File: config.mk
export PLATFORM = sky130hd
export DESIGN_NAME = inst_fetch
export DESIGN_NICKNAME = d
export VERILOG_FILES = /design/src/rtl/inst_fetch.sv
export SDC_FILE = /design/constraint.sdc
export NUM_CORES = 1
export LEC_CHECK = 0
export CAP_MARGIN = 30
export CORE_ASPECT_RATIO = 1.1
export CORE_MARGIN = 5
export CORE_UTILIZATION = 40
export DETAILED_ROUTE_END_ITERATION = 6
export SLEW_MARGIN = 20
export SYNTH_ARGS = -nofsm -noshare
export SYNTH_HDL_FRONTEND = slang
export SYNTH_SLANG_ARGS = --single-unit
File: constraint.sdc
create_clock -name clk -period 4.6 [get_ports clk]
set_input_delay 0.46 -clock clk [delete_from_list [all_inputs] [get_ports clk]]
set_output_delay 0.46 -clock clk [all_outputs]
set_load 0.005 [all_outputs]
File: src/rtl/inst_fetch.sv
// Instruction fetch stage: owns the fetch PC, issues word requests under a credit limit,
// buffers in-order responses for decode, and squashes stale work on a redirect.
module inst_fetch #(
  parameter logic [31:0] RESET_PC  = 32'h0000_0000,
  parameter int unsigned BUF_DEPTH = 2
) (
  input  logic        clk,
  input  logic        rst_n,
  output logic        imem_req_valid,
  input  logic        imem_req_ready,
  output logic [31:0] imem_addr,
  input  logic        imem_rsp_valid,
  input  logic [31:0] imem_rsp_data,
  input  logic        redirect_valid,
  input  logic [31:0] redirect_pc,
  output logic        inst_valid,
  input  logic        inst_ready,
  output logic [31:0] inst,
  output logic [31:0] inst_pc
);
  localparam int PTR_W = (BUF_DEPTH > 1) ? $clog2(BUF_DEPTH) : 1;
  localparam int CNT_W = PTR_W + 1;

  logic [31:0]      fetch_pc_q, fetch_pc_d;
  logic [CNT_W-1:0] buf_cnt_q, buf_cnt_d;
  logic [7:0]       pend_q, pend_d;
  logic [7:0]       drop_q, drop_d;
  logic [PTR_W-1:0] wr_ptr_q, wr_ptr_d;
  logic [PTR_W-1:0] rd_ptr_q, rd_ptr_d;
  logic [PTR_W-1:0] pf_wr_q, pf_wr_d;
  logic [PTR_W-1:0] pf_rd_q, pf_rd_d;

  logic [31:0] buf_inst_q [BUF_DEPTH];
  logic [31:0] buf_pc_q   [BUF_DEPTH];
  logic [31:0] pf_pc_q    [BUF_DEPTH];

  logic [8:0] inflight;
  logic       req_fire;
  logic       pop_fire;
  logic       push_fire;
  logic [1:0] unused_redirect_lsbs;

  assign unused_redirect_lsbs = redirect_pc[1:0];

  // drop_q never exceeds pend_q, so the in-flight total cannot underflow
  assign inflight       = 9'(buf_cnt_q) + 9'(pend_q) - 9'(drop_q);
  assign imem_req_valid = !redirect_valid && (inflight < 9'(BUF_DEPTH));
  assign imem_addr      = fetch_pc_q;
  assign req_fire       = imem_req_valid && imem_req_ready;

  assign inst_valid = (buf_cnt_q != '0);
  assign inst       = inst_valid ? buf_inst_q[rd_ptr_q] : 32'h0000_0013;
  assign inst_pc    = inst_valid ? buf_pc_q[rd_ptr_q] : 32'h0000_0000;
  assign pop_fire   = inst_valid && inst_ready;
  assign push_fire  = imem_rsp_valid && (drop_q == '0) &&
                      (buf_cnt_q != CNT_W'(BUF_DEPTH)) && !redirect_valid;

  always_comb begin
    fetch_pc_d = fetch_pc_q;
    pend_d     = pend_q + 8'(req_fire) - 8'(imem_rsp_valid);
    drop_d     = drop_q;
    buf_cnt_d  = buf_cnt_q + CNT_W'(push_fire) - CNT_W'(pop_fire);
    wr_ptr_d   = wr_ptr_q + PTR_W'(push_fire);
    rd_ptr_d   = rd_ptr_q + PTR_W'(pop_fire);
    pf_wr_d    = pf_wr_q + PTR_W'(req_fire);
    pf_rd_d    = pf_rd_q + PTR_W'(imem_rsp_valid);

    if (req_fire) begin
      fetch_pc_d = fetch_pc_q + 32'd4;
    end
    if (imem_rsp_valid && (drop_q != '0)) begin
      drop_d = drop_q - 8'd1;
    end

    // Everything still outstanding after this cycle belongs to the old path
    if (redirect_valid) begin
      fetch_pc_d = {redirect_pc[31:2], 2'b00};
      drop_d     = pend_d;
      buf_cnt_d  = '0;
      wr_ptr_d   = '0;
      rd_ptr_d   = '0;
    end
  end

  always_ff @(posedge clk or negedge rst_n) begin
    if (!rst_n) begin
      fetch_pc_q <= RESET_PC;
      buf_cnt_q  <= '0;
      pend_q     <= '0;
      drop_q     <= '0;
      wr_ptr_q   <= '0;
      rd_ptr_q   <= '0;
      pf_wr_q    <= '0;
      pf_rd_q    <= '0;
    end else begin
      fetch_pc_q <= fetch_pc_d;
      buf_cnt_q  <= buf_cnt_d;
      pend_q     <= pend_d;
      drop_q     <= drop_d;
      wr_ptr_q   <= wr_ptr_d;
      rd_ptr_q   <= rd_ptr_d;
      pf_wr_q    <= pf_wr_d;
      pf_rd_q    <= pf_rd_d;
    end
  end

  // Storage carries no reset; validity is tracked by the counters above
  always_ff @(posedge clk) begin
    if (req_fire) begin
      pf_pc_q[pf_wr_q] <= fetch_pc_q;
    end
    if (push_fire) begin
      buf_inst_q[wr_ptr_q] <= imem_rsp_data;
      buf_pc_q[wr_ptr_q]   <= pf_pc_q[pf_rd_q];
    end
  end

endmodule

**Word-level counts from Yosys, hierarchy flattened**

Memory sizes are Yosys's and may differ from the RTL's.
Cells that the tools add are included.

- Register bits after elaboration: 54
- Memory bits (writable): 192
- Bits of input ports: 70
- Output and inout port bits: 98
- Memories kept: 3

- Add/subtract/negate cells: 12
- $lt $le $gt $ge: 1
- Eq/ne operators: 1
- Multiplexer cells: 13
- Reductions and logical operators: 13

Memories:

| memory | words | width | read ports | clocked after Yosys merged registers in | wr ports | RTL line | text |
|---|---|---|---|---|---|---|---|
| buf_inst_q | 2 | 32 | 1 | 0 | 1 | 33 | `logic [31:0] buf_inst_q [BUF_DEPTH];` |
| buf_pc_q | 2 | 32 | 1 | 0 | 1 | 34 | `logic [31:0] buf_pc_q [BUF_DEPTH];` |
| pf_pc_q | 2 | 32 | 1 | 0 | 1 | 35 | `logic [31:0] pf_pc_q [BUF_DEPTH];` |

Operators with widths:

| kind | number |
|---|---|
| 32-bit 2-to-1 mux | 4 |
| 32-bit by 3-bit adder with 32-bit output (second input constant) | 1 |
| 8-bit 2-to-1 mux | 2 |
| 2-bit by 8-bit adder with 9-bit output | 1 |
| 9-bit by 2-bit < comparator with 1-bit output (second input constant) | 1 |
| 9-bit by 8-bit subtractor with 9-bit output | 1 |
| 8-bit by 1-bit adder with 8-bit output | 1 |
| 8-bit zero test | 1 |
| 8-bit nonzero test | 1 |
| 8-bit by 1-bit subtractor with 8-bit output | 1 |
| 8-bit by 1-bit subtractor with 8-bit output (second input constant) | 1 |
| 1-bit logical AND | 7 |
| 1-bit 2-to-1 mux | 6 |
| 2-bit nonzero test | 3 |
| 1-bit adder | 4 |
| 2-bit by 1-bit adder with 2-bit output | 1 |
| 2-bit 2-to-1 mux | 1 |
| 2-bit != test (second input constant) | 1 |
| 2-bit by 1-bit subtractor with 2-bit output | 1 |
| 1-bit zero test | 1 |

**Longest topological paths before layout**

- Word-level depth: 8
- Depth in mapped cells: 22

**Worst setup path before layout**

OpenSTA, ideal clock, no wires.

- Path type: register to register
- Start point: register pend_q[1]
- End point: register drop_q[7]
- Arrival time: 4.460 ns
- Path slack: 0.016 ns
- Cell stages (with the launch flop): 20
- Path buffers: 0
- Cell sequence: dfrtp_1 -> inv_1 -> fa_1 -> inv_1 -> fa_1 -> or4_4 -> nor4_4 -> nand3b_2 -> nor3_1 -> nand3_1 -> ha_1 -> inv_1 -> ha_1 -> a21o_1 -> a21oi_1 -> o21bai_1 -> a2111oi_0 -> or3_1 -> xnor2_1 -> mux2_2

- Word-level cells in the longest chain between the ends: 8

Ends and longest elaborated chain:

| element | RTL line | text |
|---|---|---|
| start, declared | 26 | `logic [7:0] pend_q, pend_d;` |
| start signal, assigned | 98 | `pend_q <= pend_d;` |
| 2-bit by 8-bit adder with 9-bit output | 46 | `assign inflight = 9'(buf_cnt_q) + 9'(pend_q) - 9'(drop_q);` |
| 9-bit by 8-bit subtractor with 9-bit output | 46 |  |
| 9-bit by 2-bit < comparator with 1-bit output | 47 | `assign imem_req_valid = !redirect_valid && (inflight < 9'(BUF_DEPTH));` |
| 1-bit logical AND | 47 |  |
| 1-bit logical AND | 49 | `assign req_fire = imem_req_valid && imem_req_ready;` |
| 8-bit by 1-bit adder with 8-bit output (*) | 60 | `pend_d = pend_q + 8'(req_fire) - 8'(imem_rsp_valid);` |
| 8-bit by 1-bit subtractor with 8-bit output (*) | 60 |  |
| net pend_d[7] | 26 |  |
| 8-bit 2-to-1 mux (*) | 76 | `if (redirect_valid) begin` |
| end signal, assigned | 99 | `drop_q <= drop_d;` |
| end, declared | 27 | `logic [7:0] drop_q, drop_d;` |

The timed path passes the listed nets; every way through them passes the cells marked *.
A chain may end at the register's enable or synchronous reset.

**Final worst setup path**

Ends and elaborated chain as after synthesis.

==> metrics.yaml <==
outcome: "finished with violations"
failed_checks: "negative setup slack"
clk_pin_slew_worst_paths_ns: 0.06
critical_path.reg2reg.endpoint: "drop_q[7]$_DFFE_PN0P_"
cts_num_sinks: 236
chipHeight_um: 181.0
cts_bufs_inserted: 25
worst-path-max-fanout: 2
critical_path_top_delay_cell: "or4_4"
post-route-worst-setup-slack_ns: -0.004629
area_growth_syn_to_layout_pct: 29.47
critical_path_arrival_ns: 5.00
drt.antenna.violating_nets: 0
ws_path_type: "flip-flop to flip-flop"
worst_ep_required_time_ns: 4.99
worst_skew_pair.late_latency_ns: 0.51
final.hold.worst_slack_ns: 0.08750
total_global_routing_overflow: 0
synth_top_cells_by_area: "edfxtp_1 (52%), dfrtp_1 (12%), mux2i_1 (6.0%)"
grt_util_all_layers_pct: 16.02
grt_first_pass_wirelength_mm: 38.07
max-slew-margin-rel_pct: 48.72
fillers: 2243
synth_cell_types: 58
synth_top_area_share_pct: 51.95
multiplexer_share_of_the_synthesized_area_pct: 9.412
synth_enable_flop_cells: 184
vdd_ir_drop_max_mv: 0.4475
cts-hold-fix-buffers: 0
setup_viol: 1
instance_count_of_the_mapped_netlist: 795
mappedNetlistArea_um2: 10640
synth.yosys.warnings: 0
ys_async_sr_fraction_pct: 22.03
cts_root_buffer: "clkbuf_16"
worst_pin_slew_ns: 0.7673
io_buffer_count: 161
area_fraction_in_compound_gates_after_synthesis_pct: 6.200
worst_r2r_path_depth: 19
io_count: 168
timing.critical_path.mode_cell: "inv_2"
clock_tree.htree_level_count: 1
drtIter0Drc: 343
non_filler_cell_area_final_um2: 13770
dp_slack_ns: -0.2290
grt_pass1_vias: 6965
synth-seq-cells: 236
dpl-instance-area_um2: 12830
final-hold-violation-count: 0
synth.yosys.seq_area_share_pct: 64.19
crit_chain: "inv_2, fa_1, inv_2, fa_1, or4_4, nor4_4, nand3b_4, nor3_4, nand3_2, ha_4, inv_2, ha_4, a21o_1, a21oi_2, o21bai_2, a2111oi_4, or3_4, xnor2_2, mux2_2"
mostFrequentLayoutCell: "edfxtp_1"
synthXorXnorAreaFrac_pct: 2.388
r2r_setup_slack_ns: -0.005
worst_setup_path_end_kind: "flip-flop"
gp_congestion: 0.8289
synth-simple-area-share_pct: 10.58
final_critical_delay_including_setup_and_external_delays_ns: 4.605
antennaDiodeCount: 0
wl_per_cell_um: 18.01
critPathMaxStageDelay_ns: 0.56
antenna_found_initial: 1
finish.net_count: 1095
fmaxAchievable_mhz: 217.2
final_cell_mix: "edfxtp_1 (184), clkdlybuf4s50_1 (159), nor2_1 (80)"
rsz0062_at_grt: "true"
period_utilization_post_route_pct: 100.1
dominant_combinational_cell_family_by_area_after_synthesis: "simple AND/OR/NAND/NOR gates"
post-dp-hpwl_mm: 16.39
die_w_um: 165.5
drv.max_cap_violation_count: 0
hold_path_class: "input port to async pin"
core_area_um2: 26140
detail_route.first_pass.iterations: 5
design.die.area_um2: 29950
regToRegStartpoint: "pend_q[1]$_DFF_PN0_"
power_per_cell_area_nw_per_um2: 592.9
synth.largest_area_cell: "edfxtp_1"
initial_core_util_pct: 40.68
syn_avg_cell_area_um2: 13.38
avgViaCountPerCell: 5.071
finClkSkew_ns: 0.01272
worst_setup_path_start_kind: "flip-flop"
fraction_of_layout_instances_using_a_drive_strength_above_1_pct: 13.97
routed_wl_mm: 24.52
pin_count_of_the_biggest_net_entering_global_routing: 63
clock_path_buffers: 3
post_synth_fa_ha_maj_area_fraction_pct: 4.094
dpl.cell_count: 1308
routed-via-count: 6901
placement_rows: 62
drc_errors: 0
timing.final.max_slew_violations: 0
synth_ff_type: "edfxtp_1"
leakage_nw: 4.898
cts_tree: "built"
finalNonFillerCells: 1361
## per-layer routing
layer	track usage (%)	up-vias	part of all wire [%]
met5	0	-	0.053
met4	4.158	2	1.9
met3	2.940	34	6.2
met2	27.71	184	49
met1	20.70	3354	43
li1	-	3327	-
## Yosys cell counts (all sizes together) (3+ instances only)
| master | n |
|---|---|
| a211o | 5 |
| a211oi | 3 |
| a21o | 7 |
| a21oi | 15 |
| a22o | 6 |
| a31o | 9 |
| a32o | 3 |
| and2 | 3 |
| and3 | 9 |
| buf | 21 |
| clkbuf | 17 |
| dfrtp | 52 |
| edfxtp | 184 |
| fa | 3 |
| ha | 30 |
| inv | 41 |
| mux2 | 32 |
| mux2i | 64 |
| nand2 | 50 |
| nand3 | 15 |
| nand4 | 9 |
| nor2 | 81 |
| nor2b | 6 |
| nor3 | 15 |
| nor3b | 4 |
| nor4 | 14 |
| o211ai | 3 |
| o21a | 3 |
| o21ai | 25 |
| o21bai | 4 |
| or3 | 4 |
| or4 | 4 |
| xnor2 | 26 |
| xor2 | 3 |
## cell type report
type                            instances  area, um2  area share [%]
Tap cell                              352      440.4           3.199
Multi-Input combinational cell        483       3628           26.35
Clock inverter                         11      78.83          0.5725
Timing Repair Buffer                  205       1972           14.32
Inverter                               41      153.9           1.118
Sequential cell                       236       6830           49.60
Clock buffer                           33      665.6           4.834
## sequential cells by signal, summed over array words and instances, names as in the netlist
signal	flops
rd_ptr_q	1
imem_addr	30
drop_q	8
pf_pc_q	60
wr_ptr_q	1
pend_q	8
pf_rd_q	1
pf_wr_q	1
buf_inst_q	64
buf_cnt_q	2
buf_pc_q	60
## repair_timing
item,4_1_cts,5_1_grt
cloned,0,0
setup buffers,1,7
pin swaps,9,19
resized for setup,6,19
setup endpoints to repair,5,5
## per-stage QoR
stage                TNS [ns]  util (%)  total power, mW
global route          -0.7300     52.67            8.721
CTS                         0     52.06            8.019
global placement      -0.3131     48.98            6.083
finish              -0.004629     52.67            8.164
detailed placement    -0.4747     49.08            6.121
floorplan                   0         -            4.814
## how the worst max path moves through the flow
stage | from | to | slack, ns | depth (start not counted)
3_3_place_gp | buf_cnt_q[1]$_DFF_PN0_ | drop_q[7]$_DFFE_PN0P_ | -0.17 | 19
2_1_floorplan | pend_q[1]$_DFF_PN0_ | drop_q[7]$_DFFE_PN0P_ | 0.02 | 19
3_5_place_dp | buf_cnt_q[1]$_DFF_PN0_ | drop_q[7]$_DFFE_PN0P_ | -0.23 | 19
4_1_cts | buf_cnt_q[1]$_DFF_PN0_ | drop_q[6]$_DFFE_PN0P_ | 0.04 | 21
5_1_grt | pend_q[1]$_DFF_PN0_ | drop_q[6]$_DFFE_PN0P_ | -0.25 | 21
6_report | pend_q[1]$_DFF_PN0_ | drop_q[7]$_DFFE_PN0P_ | -0.005 | 19
## power by group
part | switching [mW] | leakage [nW] | total (mW) | internal, mW
Sequential | 0.188 | 2.28 | 2.67 | 2.49
Combinational | 1.84 | 2.26 | 3.65 | 1.81
Clock | 0.773 | 0.359 | 1.84 | 1.07
## critical path: cells and delay by family (launching register included)
family	cells	cell delay, ns
AND/OR/NAND/NOR	6	1.48
adder cells (fa/ha/maj)	4	1.45
AO/OA/AOI/OAI	4	0.74
flip-flops	1	0.36
multiplexers	1	0.26
buffers and inverters	3	0.14
XOR/XNOR	1	0.06
## logic make-up (layout without fill, tap and decap cells)
group           Yosys count  in the layout
fa+ha+maj                33             33
other cells               1              4
compound gates           95             95
mux                      96             96
simple gates            226            226
xor+xnor                 29             29
flops                   236            236
buf+inv                  79            290
No activity file was read; power rests on OpenSTA's default activity.
